**src/rtl/wb_trace_buffer_pkg.sv**
```systemverilog
// Shared types for the retire-trace capture unit: entry layout, trigger kinds,
// capture states and the trigger compare helper.
package wb_trace_buffer_pkg;

   localparam int TRACE_XLEN = 32;

   typedef logic [4:0] reg_idx_t;

   typedef enum logic [1:0] {
      TRIG_OFF  = 2'd0,
      TRIG_KEY  = 2'd1,
      TRIG_PC   = 2'd2,
      TRIG_DATA = 2'd3
   } trig_kind_e;

   typedef enum logic [1:0] {
      ARMED  = 2'd0,
      POST   = 2'd1,
      FROZEN = 2'd2
   } trace_state_e;

   localparam logic CH_WB = 1'b0;
   localparam logic CH_ST = 1'b1;

   typedef struct packed {
      logic                  ch;
      logic [TRACE_XLEN-1:0] pc;
      logic [TRACE_XLEN-1:0] key;
      logic [TRACE_XLEN-1:0] data;
   } trace_entry_t;

   function automatic logic trig_hit(input trig_kind_e kind, input trace_entry_t e,
                                     input logic [TRACE_XLEN-1:0] value);
      logic hit;
      hit = 1'b0;
      case (kind)
         TRIG_KEY:  hit = (e.key == value);
         TRIG_PC:   hit = (e.pc == value);
         TRIG_DATA: hit = (e.data == value);
         default:   hit = 1'b0;
      endcase
      return hit;
   endfunction

endpackage

```
**src/rtl/wb_trace_buffer_trace_ram.sv**
```systemverilog
// Trace storage: two write ports at consecutive addresses (a, a+1) so a dual
// retire cycle lands in one edge, plus one registered read port.
module wb_trace_buffer_trace_ram
   import wb_trace_buffer_pkg::*;
#(
   parameter int DEPTH = 16,
   parameter int AW    = $clog2(DEPTH)
) (
   input  logic          clk,
   input  logic          we_a,
   input  logic [AW-1:0] addr_a,
   input  trace_entry_t  din_a,
   input  logic          we_b,
   input  trace_entry_t  din_b,
   input  logic          re,
   input  logic [AW-1:0] rd_addr,
   output trace_entry_t  dout
);

   trace_entry_t  mem [DEPTH];
   logic [AW-1:0] addr_b;

   assign addr_b = addr_a + AW'(1);

   // Reads sample the array before this edge's writes land.
   always_ff @(posedge clk) begin
      if (we_a) mem[addr_a] <= din_a;
      if (we_b) mem[addr_b] <= din_b;
      if (re)   dout        <= mem[rd_addr];
   end

endmodule

```
**src/rtl/wb_trace_buffer.sv**
```systemverilog
// Logic-analyser style capture of MEM_WB writebacks and EX_MEM stores into a
// circular buffer, frozen a fixed number of entries after a trigger match.
//
// state  | meaning
// ARMED  | logging, trigger compare active
// POST   | trigger seen, counting down post-trigger entries
// FROZEN | capture stopped, contents stable for readout
module wb_trace_buffer
   import wb_trace_buffer_pkg::*;
#(
   parameter int XLEN      = TRACE_XLEN,
   parameter int DEPTH     = 16,
   parameter int POST_TRIG = 8
) (
   input  logic                     clk,
   input  logic                     rst,
   input  logic                     wb_valid,
   input  reg_idx_t                 wb_rd,
   input  logic [XLEN-1:0]          wb_data,
   input  logic [XLEN-1:0]          wb_pc,
   input  logic                     st_valid,
   input  logic [XLEN-1:0]          st_addr,
   input  logic [XLEN-1:0]          st_data,
   input  logic [XLEN-1:0]          st_pc,
   input  logic [1:0]               trig_kind,
   input  logic [XLEN-1:0]          trig_value,
   input  logic                     clear,
   input  logic                     rd_en,
   input  logic [$clog2(DEPTH)-1:0] rd_idx,
   output trace_entry_t             rd_entry,
   output logic                     rd_valid,
   output logic                     rd_err,
   output logic [$clog2(DEPTH):0]   count,
   output logic [1:0]               state,
   output logic                     triggered
);

   localparam int AW = $clog2(DEPTH);
   localparam int CW = AW + 1;

   trace_state_e  st_q;
   logic [AW-1:0] wr_ptr;
   logic [CW-1:0] cnt;
   logic [AW-1:0] post_cnt;
   logic          trig_q;
   logic          zero_q;

   trace_entry_t  wb_e, st_e, ram_q;
   trig_kind_e    kind;
   logic          capture, hit_wb, hit_st, rd_oob;
   logic [1:0]    n_wr, post_n;
   logic [CW-1:0] cnt_sum, cnt_nxt;
   logic [AW-1:0] oldest, rd_addr;

   assign kind = trig_kind_e'(trig_kind);
   assign wb_e = '{ch: CH_WB, pc: wb_pc, key: TRACE_XLEN'(wb_rd), data: wb_data};
   assign st_e = '{ch: CH_ST, pc: st_pc, key: st_addr, data: st_data};

   assign capture = (st_q != FROZEN) && !clear;
   assign n_wr    = {1'b0, wb_valid} + {1'b0, st_valid};
   assign hit_wb  = (st_q == ARMED) && wb_valid && trig_hit(kind, wb_e, trig_value);
   assign hit_st  = (st_q == ARMED) && st_valid && trig_hit(kind, st_e, trig_value);
   // A WB trigger makes the same-cycle store the first post entry; an ST
   // trigger is always the younger entry, so nothing after it this cycle.
   assign post_n  = hit_wb ? {1'b0, st_valid} : 2'd0;

   assign cnt_sum = cnt + CW'(n_wr);
   assign cnt_nxt = (cnt_sum > CW'(DEPTH)) ? CW'(DEPTH) : cnt_sum;

   // Full buffer has cnt[AW-1:0] == 0, so oldest collapses to wr_ptr.
   assign oldest  = wr_ptr - cnt[AW-1:0];
   assign rd_addr = oldest + rd_idx;
   assign rd_oob  = ({1'b0, rd_idx} >= cnt);

   wb_trace_buffer_trace_ram #(.DEPTH(DEPTH), .AW(AW)) u_ram (
      .clk     (clk),
      .we_a    (capture && (wb_valid || st_valid)),
      .addr_a  (wr_ptr),
      .din_a   (wb_valid ? wb_e : st_e),
      .we_b    (capture && wb_valid && st_valid),
      .din_b   (st_e),
      .re      (rd_en),
      .rd_addr (rd_addr),
      .dout    (ram_q)
   );

   always_ff @(posedge clk) begin
      if (rst) begin
         st_q     <= ARMED;
         wr_ptr   <= '0;
         cnt      <= '0;
         post_cnt <= AW'(POST_TRIG);
         trig_q   <= 1'b0;
         rd_valid <= 1'b0;
         rd_err   <= 1'b0;
         zero_q   <= 1'b1;
      end else begin
         rd_valid <= rd_en;
         rd_err   <= rd_en && rd_oob;
         if (rd_en) zero_q <= rd_oob;

         if (clear) begin
            st_q     <= ARMED;
            wr_ptr   <= '0;
            cnt      <= '0;
            post_cnt <= AW'(POST_TRIG);
            trig_q   <= 1'b0;
         end else if (capture) begin
            wr_ptr <= wr_ptr + AW'(n_wr);
            cnt    <= cnt_nxt;
            case (st_q)
               ARMED: begin
                  if (hit_wb || hit_st) begin
                     trig_q <= 1'b1;
                     if (AW'(post_n) >= post_cnt) begin
                        st_q <= FROZEN;
                     end else begin
                        st_q     <= POST;
                        post_cnt <= post_cnt - AW'(post_n);
                     end
                  end
               end
               POST: begin
                  if (AW'(n_wr) >= post_cnt) st_q <= FROZEN;
                  else post_cnt <= post_cnt - AW'(n_wr);
               end
               default: st_q <= st_q;
            endcase
         end
      end
   end

   assign rd_entry  = zero_q ? '0 : ram_q;
   assign count     = cnt;
   assign state     = st_q;
   assign triggered = trig_q;

endmodule
```
**config.mk**
```make
export PLATFORM = sky130hd
export DESIGN_NAME = wb_trace_buffer
export DESIGN_NICKNAME = d
export VERILOG_FILES = /design/src/rtl/wb_trace_buffer_pkg.sv /design/src/rtl/wb_trace_buffer_trace_ram.sv /design/src/rtl/wb_trace_buffer.sv
export SDC_FILE = /design/constraint.sdc
export NUM_CORES = 2
export LEC_CHECK = 0
export BUFFER_PORTS_ARGS = -buffer_cell sky130_fd_sc_hd__buf_2
export CAP_MARGIN = 5
export CORE_ASPECT_RATIO = 0.6
export CORE_MARGIN = 10
export CORE_UTILIZATION = 51
export DETAILED_ROUTE_END_ITERATION = 12
export PLACE_DENSITY = 0.7
export SLEW_MARGIN = 30
export SYNTH_ARGS = -nofsm -noshare
export SYNTH_HDL_FRONTEND = slang
export SYNTH_HIERARCHICAL = 1
export SYNTH_SLANG_ARGS = --single-unit
```
**constraint.sdc**
```tcl
create_clock -name clk -period 16.3 [get_ports clk]
set_input_delay 3.26 -clock clk [delete_from_list [all_inputs] [get_ports clk]]
set_output_delay 3.26 -clock clk [all_outputs]
set_load 0.01 [all_outputs]
```
### Word-level counts from Yosys, hierarchy flattened

Memory sizes are Yosys's and may differ from the RTL's. A register that Yosys moved wholly into a read port is not among the register bits.
Cells that the tools add are included.

* add/sub/neg operators: 8
* equality and inequality tests: 15
* reduce and logical (&&, ||, !) cells: 18
* multiplexer cells: 18
* order comparisons: 4

Operators with widths (count)
* 97-bit two-way mux: 2
* 32-bit == test: 5
* 5-bit by 32-bit == test with 1-bit output: 1
* 4-bit two-way mux: 3
* 1-bit logical AND: 9
* 2-bit inequality test (second input constant): 4
* 4-bit case mux with 2 select lines: 1
* 2-bit two-way mux: 3
* 1-bit case mux with 3 select lines: 2
* 5-bit by 2-bit adder with 5-bit output: 1
* 4-bit by 5-bit greater-or-equal comparator with 1-bit output: 1
* 5-bit > comparator (second input constant): 1
* 1-bit two-way mux: 5
* 5-bit two-way mux: 1
* 5-bit AND reduction: 1
* 4-bit by 1-bit adder with 4-bit output (second input constant): 1
* 4-bit by 2-bit adder with 4-bit output: 1
* 4-bit adder: 1
* 2-bit by 1-bit == test with 1-bit output (second input constant): 2
* 2-bit == test (second input constant): 2
* 1-bit by 4-bit greater-or-equal comparator with 1-bit output: 1
* 2-bit by 4-bit greater-or-equal comparator with 1-bit output: 1
* 2-bit case mux with 2 select lines: 1
* 4-bit AND reduction: 1
* other kinds (11): 12

* memories kept: 1
* bits in registers: 19
* RAM bits: 1552
* bits of input ports: 209

Memory list
* u_ram.mem: depth 16, bits a word 97, read ports 1, clocked after Yosys merged registers in 1, write ports 2, line wb_trace_buffer_trace_ram.sv:20 `trace_entry_t mem [DEPTH];`

### Depth between registers and ports, before layout

* depth in word-level cells: 8
* gate-level depth with buffers: 18

### By module

The synthesis kept the hierarchy.

By module, submodules not included
* wb_trace_buffer_trace_ram: seq. area each 49517.5 um^2, cells each 4426, area an instance 79999.2 um^2, instances 1
* wb_trace_buffer: seq. area each 380.4 um^2, cells each 706, area an instance 5441.5 um^2, instances 1

### Worst setup path before layout

OpenSTA, ideal clock, no wires.

* path kind: input-to-reg
* from: input port wb_valid
* to: memory u_ram/mem[1][0] (netlist name) (enable)
* arrival time: 11.859 ns
* stages on the path: 8
* setup slack: 3.769 ns
* cells stage by stage: clkbuf_1 -> clkbuf_1 -> clkbuf_1 -> inv_1 -> nor3_1 -> mux2i_1 -> or2_2 -> nor3_1

RTL lines
* start: declaration: line wb_trace_buffer.sv:17 `input logic wb_valid,`
* end: declaration: line wb_trace_buffer_trace_ram.sv:20

### Final worst setup path

* from: input port trig_kind[1]
* to: register post_cnt[2]

* longest elaborated chain between the ends: 8

Ends and longest elaborated chain
* start: declaration: line wb_trace_buffer.sv:25 `input logic [1:0] trig_kind,`
* 2-bit == test / 2-bit by 1-bit == test with 1-bit output (equally long branches): line wb_trace_buffer_pkg.sv:36 `case (kind)`
* 1-bit case mux with 3 select lines: line wb_trace_buffer_pkg.sv:36
* 1-bit logical AND: line wb_trace_buffer.sv:61 `assign hit_wb = (st_q == ARMED) && wb_valid && trig_hit(kind, wb_e, trig_value);`
* 1-bit two-way mux: line wb_trace_buffer.sv:65 `assign post_n = hit_wb ? {1'b0, st_valid} : 2'd0;`
* 4-bit by 1-bit subtractor with 4-bit output: line wb_trace_buffer.sv:119 `post_cnt <= post_cnt - AW'(post_n);`
* 4-bit two-way mux: line wb_trace_buffer.sv:115 `if (AW'(post_n) >= post_cnt) begin`
* 4-bit two-way mux: line wb_trace_buffer.sv:113 `if (hit_wb || hit_st) begin`
* 4-bit case mux with 2 select lines: line wb_trace_buffer.sv:111 `case (st_q)`
* end signal: assignment: line wb_trace_buffer.sv:106 `post_cnt <= AW'(POST_TRIG);`
* end signal: assignment: line wb_trace_buffer.sv:119
* end signal: assignment: line wb_trace_buffer.sv:125 `else post_cnt <= post_cnt - AW'(n_wr);`
* end: declaration: line wb_trace_buffer.sv:44 `logic [AW-1:0] post_cnt;`

Several ways; a longest one is shown, not always the timed one. The select of a mux whose other input is x is not followed.
A chain may end at the register's enable or synchronous reset.

==> results.tsv <==
stage	metric	value	unit
status	status	complete, no violations	
placement	placed_area	0.0888	sq mm
sta	max_clock_freq	128	MHz
critical_path	crit_buf_inv	3	
synthesis	synthArstFlopShare	0	%
synthesis	ys.flop_type	edfxtp_1	
synthesis	synth_mux_area_share	32.5	%
critical_path	worstSetupPathType	in2reg	
synthesis	synth_area_leader_cell	edfxtp_1	
cts	htree_levels	4	
grt	grt_pass1_vias	51800	
synthesis	synthDominantCellAreaShare	58.0	%
placement	io_buffers	315	
cts	cts_tree	yes	
synthesis	synthMostInstantiatedCell	edfxtp_1	
floorplan	core	0.167	sq mm
sta	setup_tns	0	ns
cts	cts.path.max_buffers	3	
synthesis	synth-edff-count	1649	
floorplan	die_w	548	um
critical_path	cpMostUsedCell	ha_1	
synthesis	synthTopCellsByArea	edfxtp_1 58%, mux2_2 22%, mux4_2 10%	
synthesis	syn_inst	5132	
critical_path	path_cells	buf_2, buf_4, clkinv_1, o21a_1, nor4b_2, nand4b_1, a2111oi_0, o211ai_1, nor4_1, ha_1, ha_1, a211oi_1, a2111oi_1, nand2b_1, o31ai_4, o21ai_1, mux2i_1	
critical_path	endpoint	post_cnt[2]$_SDFFE_PP0P_	
synthesis	yosys.area_share.adder	0.404	%
sta	tightestPinTransition	1.08	ns
layout	final-seq-area	0.0499	sq mm
sta	fin_crit_sh	48.0	%
sta	clock_skew	0.0305	ns
critical_path	slowest_delay	0.84	ns
routing	vias	52200	
critical_path	worstSetupStartpoint	trig_kind[1]	
routing	drtPass1Iterations	5	
cts	cts_setup_buffers	0	
synthesis	synth_compound_area_share	2.67	%
sta	setup_slack	8.47	ns
layout	instances_no_fill	7615	
critical_path	crit_required	17.02	ns
layout	syn2layout_area_growth	10.5	%
power	power_density	114	mW/mm^2
sta	slew_headroom	28.1	%
synthesis	synth_top_family_by_area	multiplexers	
cts	insertion_delay	0.81	ns
synthesis	synth-simple-area-share	2.58	%
critical_path	cp-end-kind	flop	
synthesis	synth-xor-area-share	0.554	%
critical_path	r2r_start	wr_ptr[1]$_SDFFE_PP0P_	
sta	fin_crit	7.83	ns
synthesis	synth-warning-count	6	
cts	clkSinkCount	1668	
routing	dr.first_iter.drc_count	7429	
placement	dp_cells	7271	
critical_path	crit_path_start_kind	primary input	
synthesis	synth_common_cells	1,649 x edfxtp_1, 1,634 x mux2_2, 388 x mux4_2, 320 x clkbuf_1, 195 x a22oi_1	
layout	final_cell_area	0.0944	sq mm
routing	ant_nets	0	
grt	grt_pass1_wl	400000	um
routing	routed_wirelength	283000	um
grt	grt.overflow.total	0	
routing	via_per_inst	6.85	
sta	slew_viol_final	0	
synthesis	synth.avg_cell_area	16.6	sq um
placement	pre_cts_ws	7.66	ns
routing	routedWlPerCell	37.2	um
synthesis	ys_seq_area_share	58.4	%
layout	nets	5425	
power	irDropWorstVdd	0.000108	V
floorplan	std_cell_rows	116	
critical_path	cp_max_fo	72	
sta	whs	0.468	ns
grt	grt_max_degree	119	
sta	hold_violations	0	
synthesis	yosys.cell_types.count	76	
min_path	hold_class	reg2reg	
synthesis	ys_ff_latch	1668	
power	cellLeakagePower	31.6	nW
floorplan	die_area	0.185	sq mm
sta	setup_viol	0	
floorplan	die_height	337	um
job	cap_violations	0	
cts	cts_resized	0	
sta	rsz0062_at_grt	no	
floorplan	io_pins	316	
cts	clk_pin_slew	0.07	ns
critical_path	worst_ep_arrival_time	8.56	ns
critical_path	cp.depth	17	
synthesis	syn_area	0.0854	sq mm
critical_path	cp_slowest_cell	clkinv_1	
min_path	hold_start	triggered$_SDFFE_PP0P_	
critical_path	r2r_cells	9	
cts	hold_buffers	0	
layout	fillers	13000	
critical_path	r2r-end	u_ram/dout[8]$_DFFE_PP_	
critical_path	reg2reg_setup_slack	10.93	ns
critical_path	critPathTopFamily	compound AO/OA/AOI/OAI gates	
cts	cts_root_buf	clkbuf_16	
cts	cts_made_buffers	158	
layout	drive_gt1_share	51.9	%
routing	drcViolationCount	0	
grt	track_usage	29.9	%
floorplan	start_util	51.3	%
placement	dpl.hpwl	163000	um
placement	place.gp.congestion	0.941	
grt	antenna_found_initial	71	
layout	multi_input_area	0.0334	sq mm
-- layout make-up --
| class | count | area share (%) |
|---|---|---|
| flip-flops and latches | 1668 | 52.9 |
| multi-input cells | 2894 | 35.4 |
| clock buffers | 188 | 4.35 |
| well taps | 2242 | 2.97 |
| repair buffers | 432 | 2.86 |
| clock inverters | 102 | 1.24 |
| inverters | 38 | 0.159 |
| diodes | 51 | 0.135 |
-- per-stage QoR --
step / utilization, % / power, mW
global placement: 53.2 / 6.88
finish: 56.6 / 10.7
CTS: 56.5 / 10.7
detailed placement: 53.3 / 6.90
floorplan: - / 6.26
global route: 56.6 / 11.0
-- worst register-to-register path: stages, from the launching register on --
cell and delay [ns]:
dfxtp_1 0.69, inv_1 0.29, fa_1 0.55, fa_1 0.58, inv_8 0.55, buf_12 0.55, buf_4 1.08, mux4_2 0.48
a22oi_1 0.26, nand2_1 0.08
-- state kept, by name (all words and copies together) (netlist names) --
name        count
rd_valid        1
zero_q          1
count           5
rd_err          1
post_cnt        4
triggered       1
u_ram/mem    1552
wr_ptr          4
state           2
u_ram/dout     97
-- how the worst min path moves through the flow --
stage	to	cells past startpoint
6_report	triggered$_SDFFE_PP0P_	2
4_1_cts	triggered$_SDFFE_PP0P_	2
3_5_place_dp	triggered$_SDFFE_PP0P_	2
2_1_floorplan	post_cnt[2]$_SDFFE_PP0P_	2
3_3_place_gp	triggered$_SDFFE_PP0P_	2
5_1_grt	triggered$_SDFFE_PP0P_	2
-- kinds of logic after synthesis --
group,count (synthesis)
DFF,1668
and+or+nand+nor,416
xor gates and xnor gates,54
AOI/OAI and AO/OA,310
muxes,2083
other,1
adders and majority gates,24
buffers and inverters,576
-- placed cells by master (no fill, tap or decap), types with 8 or more instances in the layout --
cell	count
nand3_1	11
edfxtp_1	1649
nand2_1	117
ha_1	17
nor2_1	41
dfxtp_1	18
mux4_2	388
inv_6	11
a21oi_1	28
a22oi_1	195
mux2_2	1634
nor2b_2	19
nor2b_1	108
nand2b_1	15
nor2_4	18
diode_2	51
o21ai_0	9
a211oi_1	14
inv_1	36
clkbuf_16	160
clkinv_1	32
buf_4	93
nor3_1	17
nand3b_1	8
clkinv_2	27
buf_6	15
mux2i_1	60
xor2_1	9
clkbuf_1	28
buf_2	312
bufinv_16	23
xnor2_1	45
-- power breakdown --
| part | total, mW | switching, mW | internal [mW] |
|---|---|---|---|
| Sequential | 4.99 | 0.0759 | 4.92 |
| Combinational | 1.86 | 1.08 | 0.780 |
| Clock | 3.88 | 1.70 | 2.18 |
| Total | 10.7 | 2.85 | 7.87 |
-- per-layer routing --
metal | GRT usage [%] | up-vias | part of all wire (%)
li1 | - | 20700 | -
met1 | 42.2 | 27100 | 39
met2 | 43.6 | 3683 | 44
met3 | 6.59 | 681 | 12
met4 | 15.4 | 12 | 5.2
met5 | 0.732 | - | 0.023
Note: power is estimated with default switching activity, not from simulation.
